<file path="config.mk">
export PLATFORM = sky130hd
export DESIGN_NAME = alu_result_unloader
export DESIGN_NICKNAME = d
export VERILOG_FILES = /design/src/rtl/alu_pkg.sv /design/src/rtl/alu_result_unloader_result_fifo.sv /design/src/rtl/alu_result_unloader.sv
export SDC_FILE = /design/constraint.sdc
export NUM_CORES = 1
export LEC_CHECK = 0
export BUFFER_PORTS_ARGS = -buffer_cell sky130_fd_sc_hd__buf_2
export CAP_MARGIN = 20
export CELL_PAD_IN_SITES_DETAIL_PLACEMENT = 1
export CELL_PAD_IN_SITES_GLOBAL_PLACEMENT = 1
export CORE_MARGIN = 4
export CORE_UTILIZATION = 49
export DETAILED_ROUTE_END_ITERATION = 8
export MAX_ROUTING_LAYER = met4
export PLACE_DENSITY_LB_ADDON = 0.1
export SLEW_MARGIN = 0
export SYNTH_ARGS = -nofsm -noshare
export SYNTH_HDL_FRONTEND = slang
export SYNTH_SLANG_ARGS = --single-unit
export TNS_END_PERCENT = 10
</file>
<file path="constraint.sdc">
create_clock -name clock -period 14.1 [get_ports clock]
set_input_delay 2.82 -clock clock [delete_from_list [all_inputs] [get_ports clock]]
set_output_delay 2.82 -clock clock [all_outputs]
set_load 0.005 [all_outputs]
</file>
<file path="src/rtl/alu_pkg.sv">
// Shared ALU encodings for the result unloader.
// Opcodes match the ALU; dest and beat-state codes are local.
package alu_pkg;

  localparam logic [4:0] AND    = 5'b00101;
  localparam logic [4:0] OR     = 5'b00110;
  localparam logic [4:0] ADD    = 5'b00011;
  localparam logic [4:0] SUB    = 5'b00100;
  localparam logic [4:0] MUL_OP = 5'b01111;
  localparam logic [4:0] DIV_OP = 5'b10000;
  localparam logic [4:0] SHL    = 5'b01001;
  localparam logic [4:0] SHR    = 5'b00111;
  localparam logic [4:0] SHRA   = 5'b01000;
  localparam logic [4:0] ROL    = 5'b01011;
  localparam logic [4:0] ROR    = 5'b01010;
  localparam logic [4:0] NEG    = 5'b10001;
  localparam logic [4:0] NOT    = 5'b10010;

  localparam logic [1:0] DEST_Z  = 2'b00;
  localparam logic [1:0] DEST_LO = 2'b01;
  localparam logic [1:0] DEST_HI = 2'b10;

  typedef enum logic [1:0] {
    IDLE = 2'b00,
    LOW  = 2'b01,
    HIGH = 2'b10
  } beat_state_e;

  function automatic logic is_wide(input logic [4:0] op);
    return (op == MUL_OP) || (op == DIV_OP);
  endfunction

endpackage

</file>
<file path="src/rtl/alu_result_unloader_result_fifo.sv">
// Synchronous DEPTH x W result FIFO.
// Registered head on rdata; no push/pop bypass.
module result_fifo #(
  parameter int DEPTH = 2,
  parameter int W     = 65,
  localparam int AW   = $clog2(DEPTH),
  localparam int CW   = AW + 1
) (
  input  logic          clock,
  input  logic          clear,
  input  logic          push,
  input  logic          pop,
  input  logic [W-1:0]  wdata,
  output logic [W-1:0]  rdata,
  output logic          full,
  output logic          empty,
  output logic [CW-1:0] count
);

  logic [W-1:0]  mem [DEPTH];
  logic [AW-1:0] wr_ptr;
  logic [AW-1:0] rd_ptr;
  logic          do_push;
  logic          do_pop;

  assign full    = (count == CW'(DEPTH));
  assign empty   = (count == '0);
  assign do_push = push && !full;
  assign do_pop  = pop && !empty;
  assign rdata   = mem[rd_ptr];

  always_ff @(posedge clock) begin
    if (do_push) begin
      mem[wr_ptr] <= wdata;
    end
  end

  // DEPTH is a power of two, so pointers wrap by overflow
  always_ff @(posedge clock) begin
    if (clear) begin
      wr_ptr <= '0;
      rd_ptr <= '0;
      count  <= '0;
    end else begin
      if (do_push) begin
        wr_ptr <= wr_ptr + AW'(1);
      end
      if (do_pop) begin
        rd_ptr <= rd_ptr + AW'(1);
      end
      count <= count + CW'(do_push) - CW'(do_pop);
    end
  end

endmodule

</file>
<file path="src/rtl/alu_result_unloader.sv">
// Returns 64-bit ALU results to the 32-bit bus as one
// or two beats (Z, or LO then HI) over valid/ready.
module alu_result_unloader
  import alu_pkg::*;
#(
  parameter int DEPTH  = 2,
  parameter int WORD_W = 32
) (
  input  logic                  clock,
  input  logic                  clear,
  input  logic                  in_valid,
  output logic                  in_ready,
  input  logic [4:0]            in_opcode,
  input  logic [2*WORD_W-1:0]   in_result,
  output logic                  out_valid,
  input  logic                  out_ready,
  output logic [WORD_W-1:0]     out_data,
  output logic [1:0]            out_dest,
  output logic                  out_last,
  output logic                  busy,
  output logic                  overflow
);

  localparam int EW = 2 * WORD_W + 1;
  localparam int CW = $clog2(DEPTH) + 1;

  beat_state_e   state;
  beat_state_e   state_nx;
  logic          push;
  logic          pop;
  logic          full;
  logic          empty;
  logic [CW-1:0] count;
  logic [CW-1:0] count_pop;
  logic [EW-1:0] head;
  logic [EW-1:0] entry;
  logic          head_wide;
  logic          ovf_q;

  assign in_ready  = !full && !clear;
  assign push      = in_valid && in_ready;
  assign entry     = {is_wide(in_opcode), in_result};
  assign head_wide = head[EW-1];
  assign busy      = !empty;
  assign overflow  = ovf_q;

  // occupancy after a pop this cycle, counting a same-cycle push
  assign count_pop = count + CW'(push) - CW'(1);

  result_fifo #(
    .DEPTH (DEPTH),
    .W     (EW)
  ) u_fifo (
    .clock (clock),
    .clear (clear),
    .push  (push),
    .pop   (pop),
    .wdata (entry),
    .rdata (head),
    .full  (full),
    .empty (empty),
    .count (count)
  );

  always_ff @(posedge clock) begin
    if (clear) begin
      state <= IDLE;
      ovf_q <= 1'b0;
    end else begin
      state <= state_nx;
      if (in_valid && !in_ready) begin
        ovf_q <= 1'b1;
      end
    end
  end

  always_comb begin
    state_nx  = state;
    pop       = 1'b0;
    out_valid = 1'b0;
    out_data  = '0;
    out_dest  = DEST_Z;
    out_last  = 1'b0;
    unique case (state)
      IDLE: begin
        // a push this edge is the head next cycle
        if (push || !empty) begin
          state_nx = LOW;
        end
      end
      LOW: begin
        out_valid = 1'b1;
        out_data  = head[WORD_W-1:0];
        out_dest  = head_wide ? DEST_LO : DEST_Z;
        out_last  = !head_wide;
        if (out_ready) begin
          if (head_wide) begin
            state_nx = HIGH;
          end else begin
            pop      = 1'b1;
            state_nx = (count_pop != '0) ? LOW : IDLE;
          end
        end
      end
      HIGH: begin
        out_valid = 1'b1;
        out_data  = head[EW-2:WORD_W];
        out_dest  = DEST_HI;
        out_last  = 1'b1;
        if (out_ready) begin
          pop      = 1'b1;
          state_nx = (count_pop != '0) ? LOW : IDLE;
        end
      end
      default: begin
        state_nx = IDLE;
      end
    endcase
  end

endmodule

</file>
# == Word level (Yosys, flattened, before mapping) ==
# Memories as Yosys holds them, arrays and structs flattened. A register that Yosys moved wholly into a read port is not among the register bits.
# Cells that the tools add are included.
# word_totals
ff_bits,7
ram_bits,130
input_bits,73
elab_cells,56
n_memories,1
# mem_list
name,depth,word_bits,read_ports,rd_ports_with_merged_regs,wr,line,rtl
u_fifo.mem,2,65,1,1,1,alu_result_unloader_result_fifo.sv:20,logic [W-1:0] mem [DEPTH];
# op_classes
n_addsub,6
eq_ne,8
n_mux,19
n_reduce_logical,17
# ops
cell,n
32-bit one-hot mux with 2 select lines,1
1-bit 2-to-1 mux,10
2-bit 2-to-1 mux,4
2-bit inequality test (second input constant),3
2-bit one-hot mux with 3 select lines,1
5-bit by 4-bit == test with 1-bit output (second input constant),1
5-bit == test (second input constant),1
1-bit logical AND,5
1-bit logical NOT,5
2-bit by 1-bit adder with 2-bit output,2
2-bit == test (second input constant),2
2-bit logical NOT,2
1-bit one-hot mux with 2 select lines,2
2-bit one-hot mux with 2 select lines,1
3-bit AND reduction,1
1-bit adder (second input constant),2
2-bit by 1-bit == test with 1-bit output (second input constant),1
1-bit logical OR,2
2-bit nonzero test,1
2-bit OR reduction,1
2-bit by 1-bit subtractor with 2-bit output,1
2-bit by 1-bit subtractor with 2-bit output (second input constant),1

# == Longest topological paths before layout ==
# Gate-level depths: netlist of the first run.
# logic_depth
depth_word,11
mapped_depth,11
mapped_depth_nobuf,10

# == Hierarchy ==
# A second synthesis of the first run with hierarchy kept.
# hier_totals
cells_unflattened,342
hier_area_um2,5721.7
# by_module_without_submodules
module,instances,cells_per_inst,area_each_um2
result_fifo,1,229,4938.5
alu_result_unloader,1,113,783.3

# == Worst setup path before layout of the first run ==
# OpenSTA, ideal clock, no wires.
# synth_path
kind,input to register
startpoint,in clear
endpoint,mem u_fifo.mem[0][0] (enable)
arrival_ns,6.006
required_ns,13.612
setup_slack_ns,7.606
stages,4
n_path_buf,1
cell_sequence,clkbuf_1 > nor2_1 > nand2_1 > nor2_1
# synth_via
elab_chain_cells,6
# synth_lines
item,line,rtl
"start, declared",alu_result_unloader.sv:10,"input logic clear,"
1-bit logical NOT,alu_result_unloader.sv:40,assign in_ready = !full && !clear;
1-bit logical AND,alu_result_unloader.sv:40,
net in_ready,alu_result_unloader.sv:12,"output logic in_ready,"
1-bit logical AND,alu_result_unloader.sv:41,assign push = in_valid && in_ready;
1-bit logical AND,alu_result_unloader_result_fifo.sv:28,assign do_push = push && !full;
1-bit 2-to-1 mux,alu_result_unloader_result_fifo.sv:33,if (do_push) begin
1-bit 2-to-1 mux (not written as such),alu_result_unloader_result_fifo.sv:34,mem[wr_ptr] <= wdata;
"end, declared",alu_result_unloader_result_fifo.sv:20,
# The timed path passes the listed nets, and every way through them passes these cells.

# == Worst setup path after layout of the first run ==
# layout_path
startpoint,in clear
endpoint,out in_ready
# layout_via
elab_chain_cells,2
# layout_lines
item,line
1-bit logical NOT,alu_result_unloader.sv:40
1-bit logical AND,alu_result_unloader.sv:40
"end, declared",alu_result_unloader.sv:12
# Every way passes these cells.

==> summary.txt, run 1 <==
Clock network
  – Worst skew pair latency: 0.41 ns
  – Setup Buffers After CTS: 0
  – Clock transition at path regs: 0.05 ns
  – CTS Buf Count: 17
  – Clock net sink count: 138
  – Clk root buf: clkbuf_16
  – CTS tree: done
  – # H-tree levels: 4
  – Hold Buf Count CTS: 0
  – Post-cts resize count: 0
  – CTS max path bufs: 2

Drt
  – DR iter-0 viols: 138
  – DR WL/cell: 20.74 um
  – Final WL: 12530 um
  – Routed vias: 3312
  – Drt pass-1 iters: 4
  – Vias/cell: 5.483
  – Post-DRT Antenna Nets: 0
  – DRC viols: 0

Global route
  – First-pass GRT wire length: 19300 um
  – Vias in the first global route: 3711
  – Largest net degree at the start of global routing: 35
  – Initial antenna violation count: 0
  – Gr usage total: 20.08%
  – Global route total overflow: 0

Timing
  – Final Hold Fails: 0
  – RSZ-0062 raised after global routing: false
  – Fmax achieved: 0.1628 GHz
  – Clock skew: 0.007847 ns
  – Final setup violating endpoints: 0
  – Setup tns final: 0 ns
  – Hold slack: 0.5137 ns
  – Slew margin rel.: 34.76%
  – Final period util: 43.57%
  – Worst slew pin tran: 0.9763 ns
  – Crit path time final: 6.143 ns
  – Max-slew violation count: 0

Floorplanning
  – Starting Density: 51.12%
  – DIE AREA: 13340 sq um
  – Overall die width: 115.5 um
  – Top Ports: 112
  – Num rows: 38
  – Die H: 115.5 um
  – Core area: 11080 sq um

Synthesis
  – Top FF cell, synth: edfxtp_1
  – Synth unique cells: 27
  – Complex-gate fraction of the synthesized area: 5.303%
  – Sequential cell area fraction in the yosys report: 71.76%
  – Post-Syn Instances: 338
  – Ys async rst share: 0%
  – Simple-gate area share of the yosys netlist: 6.010%
  – Synth warnings: 0
  – Multiplexer share of the synthesized area: 12.90%
  – Post-Synth Adder-Cell Area: 1.547%
  – Syn Nets: 418
  – Synthesized area: 5663 sq um
  – #FFs+latches synth: 138
  – EDFF count, synth: 130
  – Synth Area in XOR/XNOR: 0.6186%
  – Syn_area_per_cell: 16.75 sq um
  – Main combinational cell family by area after synthesis: multiplexers

Cells and area
  – Fill cells: 1036
  – Area delta synth->final: 21.17%
  – Design area: 6862 sq um
  – Nets: 535
  – Layout cells sized above 1: 44.40%
  – Number of diodes: 0

Placed design
  – Post-DP HPWL: 7876 um
  – IO Port Bufs: 111
  – Placed Area: 6366 sq um
  – Gpl congestion: 0.7169

Pwr
  – Logic pwr share: 16.0%
  – Switch Pwr: 0.2460 mW
  – Worst VDD drop: 0.08242 mV
  – Clk pwr share: 37.4%
  – Cell Int Power: 0.7749 mW
  – Sw Share: 24.10%
  – Total power: 1.021 mW
  – Reg power frac: 46.6%
  – Leakage dissipation: 2.495 nW
  – Pwr/cell area: 148.8 nW/um^2

Setup path
  – Worst-path cell chain: buf_2, nor2_1, buf_2
  – Buf+Inv Stages, Crit Path: 2
  – Critical Path RT: 11.28 ns
  – Worst EP arrival: 3.32 ns
  – CP endpoint kind: output pin
  – Slowest cell on the critical path: nor2_1
  – Critical Path Max Stage Delay: 0.19 ns
  – CP dominant cell by count: buf_2
  – Family with the most delay on the worst path: buffers and inverters
  – CP Class: in2out
  – Maximum fanout along the worst path: 11
  – Crit start category: input port

Flow run
  – MaxCap Viol Count: 0

Status
  – Outcome: completed

Worst hold path
  – Type of the worst min-delay path: reg2reg
==> registers in the layout, summed over array words and instances, names as in the netlist, named ones only <==
register       flops
u_fifo.mem       130
state              2
u_fifo.wr_ptr      1
u_fifo.count       2
u_fifo.rd_ptr      1
overflow           1
==> per-stage QoR <==
step           setup slack (ns)  utilization [%]  std cells
2_1_floorplan             7.606                -        338
3_5_place_dp              8.012            57.47        576
4_1_cts                   7.944            61.94        604
6_report                  7.957            61.94        604
5_1_grt                   7.924            61.94        604
3_3_place_gp              8.025            57.47        576
==> metal layers <==
metal	wire, um	vias up	share of wire [%]	track usage [%]
li1	-	1527	-	-
met1	5205	1677	42	22.94
met2	6554	93	52	34.22
met3	607	15	4.8	4.752
met4	158	0	1.3	7.981
met5	0	-	0	-
==> final timing paths <==
check / cells past startpoint / slack (ns) / from / end
setup / recovery: 3 / 7.96 / clear / in_ready
setup reg to reg: 11 / 11.29 / state[0] / u_fifo.count[1]
hold reg to reg: 2 / 0.51 / state[1] / state[1]
hold / removal: 2 / 0.51 / state[1] / state[1]
==> power by group through the flow <==
stage	clock network (mW)	logic (mW)	registers, mW
global placement	0	0.159	0.482
global route	0.406	0.179	0.477
detailed placement	0	0.163	0.484
floorplan	0	0.0988	0.482
CTS	0.389	0.166	0.476
finish	0.382	0.163	0.476
==> worst reg2reg max path: cells and delay by family, from the launching register on <==
family,cells,cell delay (ns)
fa+ha+maj,3,1.10
buf+inv,3,0.58
flops,1,0.32
xor+xnor,2,0.32
simple gates,2,0.21
compound gates,1,0.17
==> cells in the mapped netlist, types with 2 or more instances <==
master,count,share of area (%)
nor2b_1,36,4.0
nor2_1,8,0.53
nand2_1,4,0.27
inv_1,6,0.40
o21ai_0,2,0.18
a22oi_1,32,4.2
xnor2_1,3,0.46
nor4_1,2,0.22
mux2_2,64,13
buf_2,9,0.80
clkbuf_1,10,0.66
a21oi_1,5,0.44
dfxtp_1,8,2.8
ha_1,7,1.5
edfxtp_1,130,69
==> layout by cell type (no fill, tap or decap), drive strengths merged, types with 6 or more instances in the layout <==
| cell type | n |
|---|---|
| a22oi | 32 |
| nor2b | 36 |
| clkinv | 6 |
| dfxtp | 8 |
| mux2 | 64 |
| buf | 117 |
| inv | 6 |
| ha | 7 |
| edfxtp | 130 |
| nor2 | 8 |
| clkbuf | 21 |
==> logic make-up (layout without fill, tap and decap cells) <==
| family | count (synthesis) | count (layout) |
|---|---|---|
| DFF | 138 | 138 |
| muxes | 65 | 65 |
| and+or+nand+nor | 58 | 58 |
| AOI/OAI and AO/OA | 41 | 41 |
| buffers and inverters | 25 | 151 |
| adders and majority gates | 7 | 7 |
| xor gates and xnor gates | 4 | 4 |
==> layout make-up <==
class                           count  area [sq um]  area share, %
Sequential cell                   138          4065          59.25
Multi-Input combinational cell    175          1503          21.90
Timing Repair Buffer              117         600.6          8.753
Clock buffer                       21         440.4          6.419
Tap cell                          140         175.2          2.553
Clock inverter                      7         55.05         0.8023
Inverter                            6         22.52         0.3282
(Power assumes the default switching activity.)
==> run 2: changes to the inputs <==
CORE_UTILIZATION = 46   (was 49)
clock period = 5.8 ns   (was 14.1 ns; I/O delays follow)
==> summary.txt, run 2 (synthesis results as in run 1) <==
Status
  – Outcome: completed

Pwr
  – Leakage dissipation: 2.512 nW
  – Total power: 2.494 mW
  – Reg power frac: 46.4%
  – Logic pwr share: 15.6%
  – Pwr/cell area: 361.9 nW/um^2
  – Clk pwr share: 38.0%
  – Cell Int Power: 1.885 mW
  – Switch Pwr: 0.6088 mW
  – Worst VDD drop: 0.2050 mV
  – Sw Share: 24.42%

Drt
  – Final WL: 12060 um
  – DRC viols: 0
  – Vias/cell: 5.277
  – Routed vias: 3235
  – DR WL/cell: 19.68 um
  – DR iter-0 viols: 199
  – Drt pass-1 iters: 4
  – Post-DRT Antenna Nets: 0

Setup path
  – Critical Path Max Stage Delay: 0.88 ns
  – Buf+Inv Stages, Crit Path: 2
  – Critical Path RT: 4.64 ns
  – CP Class: reg2out
  – CP endpoint kind: output pin
  – Slowest cell on the critical path: dfxtp_2
  – Worst-path cell chain: buf_4, mux2_2, a22oi_1, nor2b_1, buf_2
  – Crit start category: register
  – Maximum fanout along the worst path: 35
  – Family with the most delay on the worst path: flip-flops
  – Worst EP arrival: 2.65 ns

Timing
  – Crit path time final: 3.809 ns
  – Clock skew: 0.004701 ns
  – Final Hold Fails: 0
  – RSZ-0062 raised after global routing: false
  – Final period util: 65.68%
  – Worst Slack Setup Final: 1.991 ns
  – Max-slew violation count: 0
  – Worst slew pin tran: 1.013 ns
  – Final setup violating endpoints: 0
  – Fmax achieved: 0.2625 GHz
  – Setup tns final: 0 ns
  – Slew margin rel.: 32.34%

Clock network
  – Clk root buf: clkbuf_16
  – Setup Buffers After CTS: 0
  – CTS max path bufs: 2
  – # H-tree levels: 4
  – Worst skew pair latency: 0.41 ns
  – CTS tree: done
  – CTS Buf Count: 17
  – Post-cts resize count: 0
  – Clock transition at path regs: 0.05 ns
  – Clock net sink count: 138
  – Hold Buf Count CTS: 0

Cells and area
  – Largest register FFs: 130
  – Nets: 535
  – Number of diodes: 0
  – Fill cells: 1162
  – Commonest cells after routing, fill and taps aside: 130 x edfxtp_1, 111 x buf_2, 64 x mux2_2
  – Top Registers: u_fifo.mem: 130 flops, state: 2 flops, u_fifo.count: 2 flops
  – Most common cell after layout, fill and taps aside: edfxtp_1
  – Layout cells sized above 1: 45.71%
  – Top reg by flops: u_fifo.mem
  – Area delta synth->final: 21.65%

Floorplanning
  – Core area: 12010 sq um
  – Top Ports: 112
  – Die H: 119.0 um
  – Num rows: 40
  – DIE AREA: 14150 sq um
  – Starting Density: 47.15%
  – Overall die width: 119.0 um

Global route
  – Initial antenna violation count: 0
  – Gr usage total: 18.63%
  – First-pass GRT wire length: 19420 um
  – Vias in the first global route: 3616
  – Largest net degree at the start of global routing: 36
  – Global route total overflow: 0

Flow run
  – MaxCap Viol Count: 0

Placed design
  – Dpl ws: 2.367 ns
  – Post-DP HPWL: 7767 um
  – IO Port Bufs: 111
  – Gpl congestion: 0.7204

Worst hold path
  – Type of the worst min-delay path: reg2reg
## run 2: cell count changes in the layout (fill, tap and decap cells not counted)
cell | before | now
clkbuf_1 | 4 | 1
clkinv_1 | 4 | 2
clkinv_2 | 2 | 8
clkinvlp_4 | 0 | 1
## run 2: per-stage QoR
step / instance area, sq um / hold slack (ns) / std cells / utilization [%]
after CTS: 6889 / 0.4797 / 613 / 57.35
after detailed placement: 6375 / 0.4648 / 583 / 53.07
after global placement: 6375 / 0.4549 / 583 / 53.07
final: 6889 / 0.4704 / 613 / 57.35
after floorplan: 5663 / 0.4604 / 338 / -
after global routing: 6889 / 0.5060 / 613 / 57.35
## run 2: layout make-up
type	instances	area [sq um]	share of cell area, %
Clock buffer	18	429.2	6.230
Clock inverter	12	85.08	1.235
Inverter	6	22.52	0.3269
Multi-Input combinational cell	175	1503	21.81
Sequential cell	138	4065	59.01
Tap cell	147	183.9	2.670
Timing Repair Buffer	117	600.6	8.718
## run 2: power by group through the flow
stage	clock [mW]	sequential, mW	combinational (mW)
5_1_grt	1.02	1.16	0.432
2_1_floorplan	0	1.17	0.240
3_3_place_gp	0	1.17	0.393
3_5_place_dp	0	1.18	0.398
6_report	0.948	1.16	0.389
4_1_cts	0.970	1.16	0.401
## run 2: worst reg2reg max path, cell delays in order (launching register included)
cell and delay (ns):
dfxtp_2 0.88, buf_4 0.54, mux2i_1 0.18, a21oi_1 0.36
nor2_1 0.12, ha_1 0.29, inv_1 0.04, ha_1 0.18
xor2_1 0.19, xnor2_1 0.15, nor2_1 0.05
## run 2: final timing paths
check        slack [ns]         endpoint  cells after the start     start
max                1.99      out_data[0]                      5  register
min                0.47         overflow                      2  overflow
max reg2reg        2.70  u_fifo.count[1]                     10  register
min reg2reg        0.47         overflow                      2  overflow
## run 2: per-layer routing
| layer | up-vias | GRT usage [%] | routed length [um] |
|---|---|---|---|
| li1 | 1531 | - | - |
| met1 | 1602 | 22.62 | 5240 |
| met2 | 85 | 30.27 | 6180 |
| met3 | 17 | 5.081 | 459 |
| met4 | 0 | 6.517 | 182 |
| met5 | - | - | 0 |
==> run 3: changes to the inputs <==
ABC_AREA = 1   (was not set)
CORE_UTILIZATION = 39   (was 46)
clock period = 3.4 ns   (was 5.8 ns; I/O delays follow)
==> summary.txt, run 3 <==
Pwr
  – Cell Int Power: 3.319 mW
  – Switch Pwr: 1.018 mW
  – Pwr/cell area: 626.0 nW/um^2
  – Logic pwr share: 12.0%
  – Sw Share: 23.48%
  – Total power: 4.337 mW
  – Clk pwr share: 42.9%
  – Reg power frac: 45.1%
  – Leakage dissipation: 2.641 nW
  – Worst VDD drop: 0.3681 mV

Synthesis
  – Synth unique cells: 26
  – #FFs+latches synth: 138
  – Cells taking the most area after synthesis: edfxtp_1 70%, nor2_1 9.4%, o21ai_0 5.4%
  – Syn_area_per_cell: 12.07 sq um
  – Ys async rst share: 0%
  – Sequential cell area fraction in the yosys report: 73.20%
  – Synth area leader: edfxtp_1
  – Area share of the largest cell type after synthesis: 70.32%
  – Synthesized area: 5552 sq um
  – Synth warnings: 0
  – Most common library cells after synthesis: 139 x nor2_1, 130 x edfxtp_1, 60 x o21ai_0
  – Syn Nets: 540
  – Most frequent cell after synthesis: nor2_1
  – EDFF count, synth: 130
  – Top FF cell, synth: edfxtp_1
  – Post-Syn Instances: 460

Timing
  – Worst Slack Setup Final: 0.4130 ns
  – Final period util: 87.85%
  – Fmax achieved: 0.3348 GHz
  – Final setup violating endpoints: 0
  – Final Hold Fails: 0
  – Max-slew violation count: 0
  – RSZ-0062 raised after global routing: false
  – Slew margin rel.: 54.22%
  – Clock skew: 0.003128 ns
  – Worst slew pin tran: 0.6857 ns
  – Crit path time final: 2.987 ns

Status
  – Outcome: completed

Clock network
  – # H-tree levels: 4
  – Clk root buf: clkbuf_16
  – CTS tree: done
  – Post-cts resize count: 0
  – Clock transition at path regs: 0.06 ns
  – CTS max path bufs: 2
  – Worst skew pair latency: 0.41 ns
  – Hold Buf Count CTS: 0
  – CTS Buf Count: 17
  – Clock net sink count: 138
  – Setup Buffers After CTS: 0

Cells and area
  – Fill cells: 1519
  – Area delta synth->final: 24.79%
  – Top reg by flops: u_fifo.mem
  – Most common cell after layout, fill and taps aside: nor2_1
  – Design area: 6928 sq um
  – Finished Layout Cells: 769
  – Layout cells sized above 1: 26.02%
  – Largest register FFs: 130
  – Commonest cells after routing, fill and taps aside: 137 x nor2_1, 130 x edfxtp_1, 111 x buf_2
  – Top Registers: u_fifo.mem: 130 flops, state: 2 flops, u_fifo.count: 2 flops
  – Nets: 655

Floorplanning
  – DIE AREA: 16210 sq um
  – Die H: 127.3 um
  – Starting Density: 39.84%
  – Num rows: 43
  – Top Ports: 112
  – Core area: 13930 sq um
  – Overall die width: 127.3 um

Setup path
  – Crit start category: register
  – Slowest cell on the critical path: dfxtp_1
  – Reg2reg end: u_fifo.count[1]
  – Buf+Inv Stages, Crit Path: 4
  – Reg2reg path depth: 12
  – Critical Path RT: 2.72 ns
  – Family with the most delay on the worst path: buffers and inverters
  – Levels on crit path: 6
  – Worst EP arrival: 2.31 ns
  – Maximum fanout along the worst path: 22
  – Worst-path cell chain: inv_1, ha_1, clkinv_1, buf_4, a21oi_1, buf_2
  – CP Class: reg2out
  – FF-to-FF Start: state[0]
  – CP endpoint kind: output pin
  – Critical Path Max Stage Delay: 0.40 ns
  – R2R setup slack: 1.00 ns

Global route
  – Gr usage total: 17.80%
  – First-pass GRT wire length: 21440 um
  – Vias in the first global route: 4058
  – Largest net degree at the start of global routing: 66
  – Initial antenna violation count: 1
  – Global route total overflow: 0

Drt
  – Final WL: 13200 um
  – Routed vias: 3790
  – DRC viols: 0
  – Vias/cell: 4.928
  – DR iter-0 viols: 217
  – Drt pass-1 iters: 4
  – DR WL/cell: 17.16 um
  – Post-DRT Antenna Nets: 0

Flow run
  – MaxCap Viol Count: 0

Placed design
  – IO Port Bufs: 111
  – Placed Area: 6334 sq um
  – Cell Count Post-Placement: 736
  – Gpl congestion: 0.7425
  – Dpl ws: 0.8281 ns
  – Post-DP HPWL: 8315 um

Worst hold path
  – Hold Crit Start: in_result[38]
  – Hold Path End: u_fifo.mem[1][38]
  – Worst hold stages: 1
  – Type of the worst min-delay path: in2reg
## run 3: per-stage QoR
stage | TNS (ns) | util [%] | hold slack (ns)
2_1_floorplan | -91.08 | - | 0.4590
6_report | 0 | 49.72 | 0.4612
3_3_place_gp | 0 | 45.45 | 0.4420
4_1_cts | 0 | 49.70 | 0.4364
3_5_place_dp | 0 | 45.45 | 0.4601
5_1_grt | 0 | 49.72 | 0.4401
## run 3: how the worst max path moves through the flow
stage / start / to / slack (ns)
after floorplan: clear / u_fifo.mem[0][0] / -0.70
after detailed placement: state[0] / out_data[21] / 0.83
after global routing: state[0] / out_data[4] / 0.18
after CTS: state[0] / out_data[4] / 0.35
after global placement: state[0] / out_data[27] / 0.97
final: state[0] / out_data[21] / 0.41
## run 3: final cells by class
type                       instances  area [sq um]  share of cell area, %
tap                              180         225.2                  3.251
multi-input combinational        280          1319                  19.04
antenna                            1         2.502                0.03612
clock inverter                    11         151.4                  2.185
inverter                          19         71.32                  1.029
timing repair buffer             119         653.1                  9.427
clock buffer                      21         440.4                  6.357
sequential                       138          4065                  58.68
## run 3: cell families after synthesis
group	after synthesis	synth area share, %
compound gates	107	9.917
xor+xnor	1	0.1578
fa+ha+maj	7	1.578
buf+inv	42	3.313
flops	138	73.20
simple gates	165	11.83
## run 3: metal layers
| metal | vias to the layer above | part of all wire (%) | GRT usage, % | wire [um] |
|---|---|---|---|---|
| met4 | 0 | 1.5 | 5.237 | 200 |
| li1 | 1840 | - | - | - |
| met5 | - | 0 | - | 0 |
| met3 | 13 | 4.7 | 4.891 | 616 |
| met2 | 84 | 48 | 28.58 | 6372 |
| met1 | 1853 | 46 | 22.21 | 6008 |
## run 3: power by group through the flow
stage / Combinational (mW) / Clock [mW] / Sequential, mW
6_report: 0.520 / 1.86 / 1.96
4_1_cts: 0.537 / 1.90 / 1.96
2_1_floorplan: 0.301 / 0 / 1.99
3_3_place_gp: 0.519 / 0 / 1.99
5_1_grt: 0.600 / 1.98 / 1.96
3_5_place_dp: 0.531 / 0 / 1.99
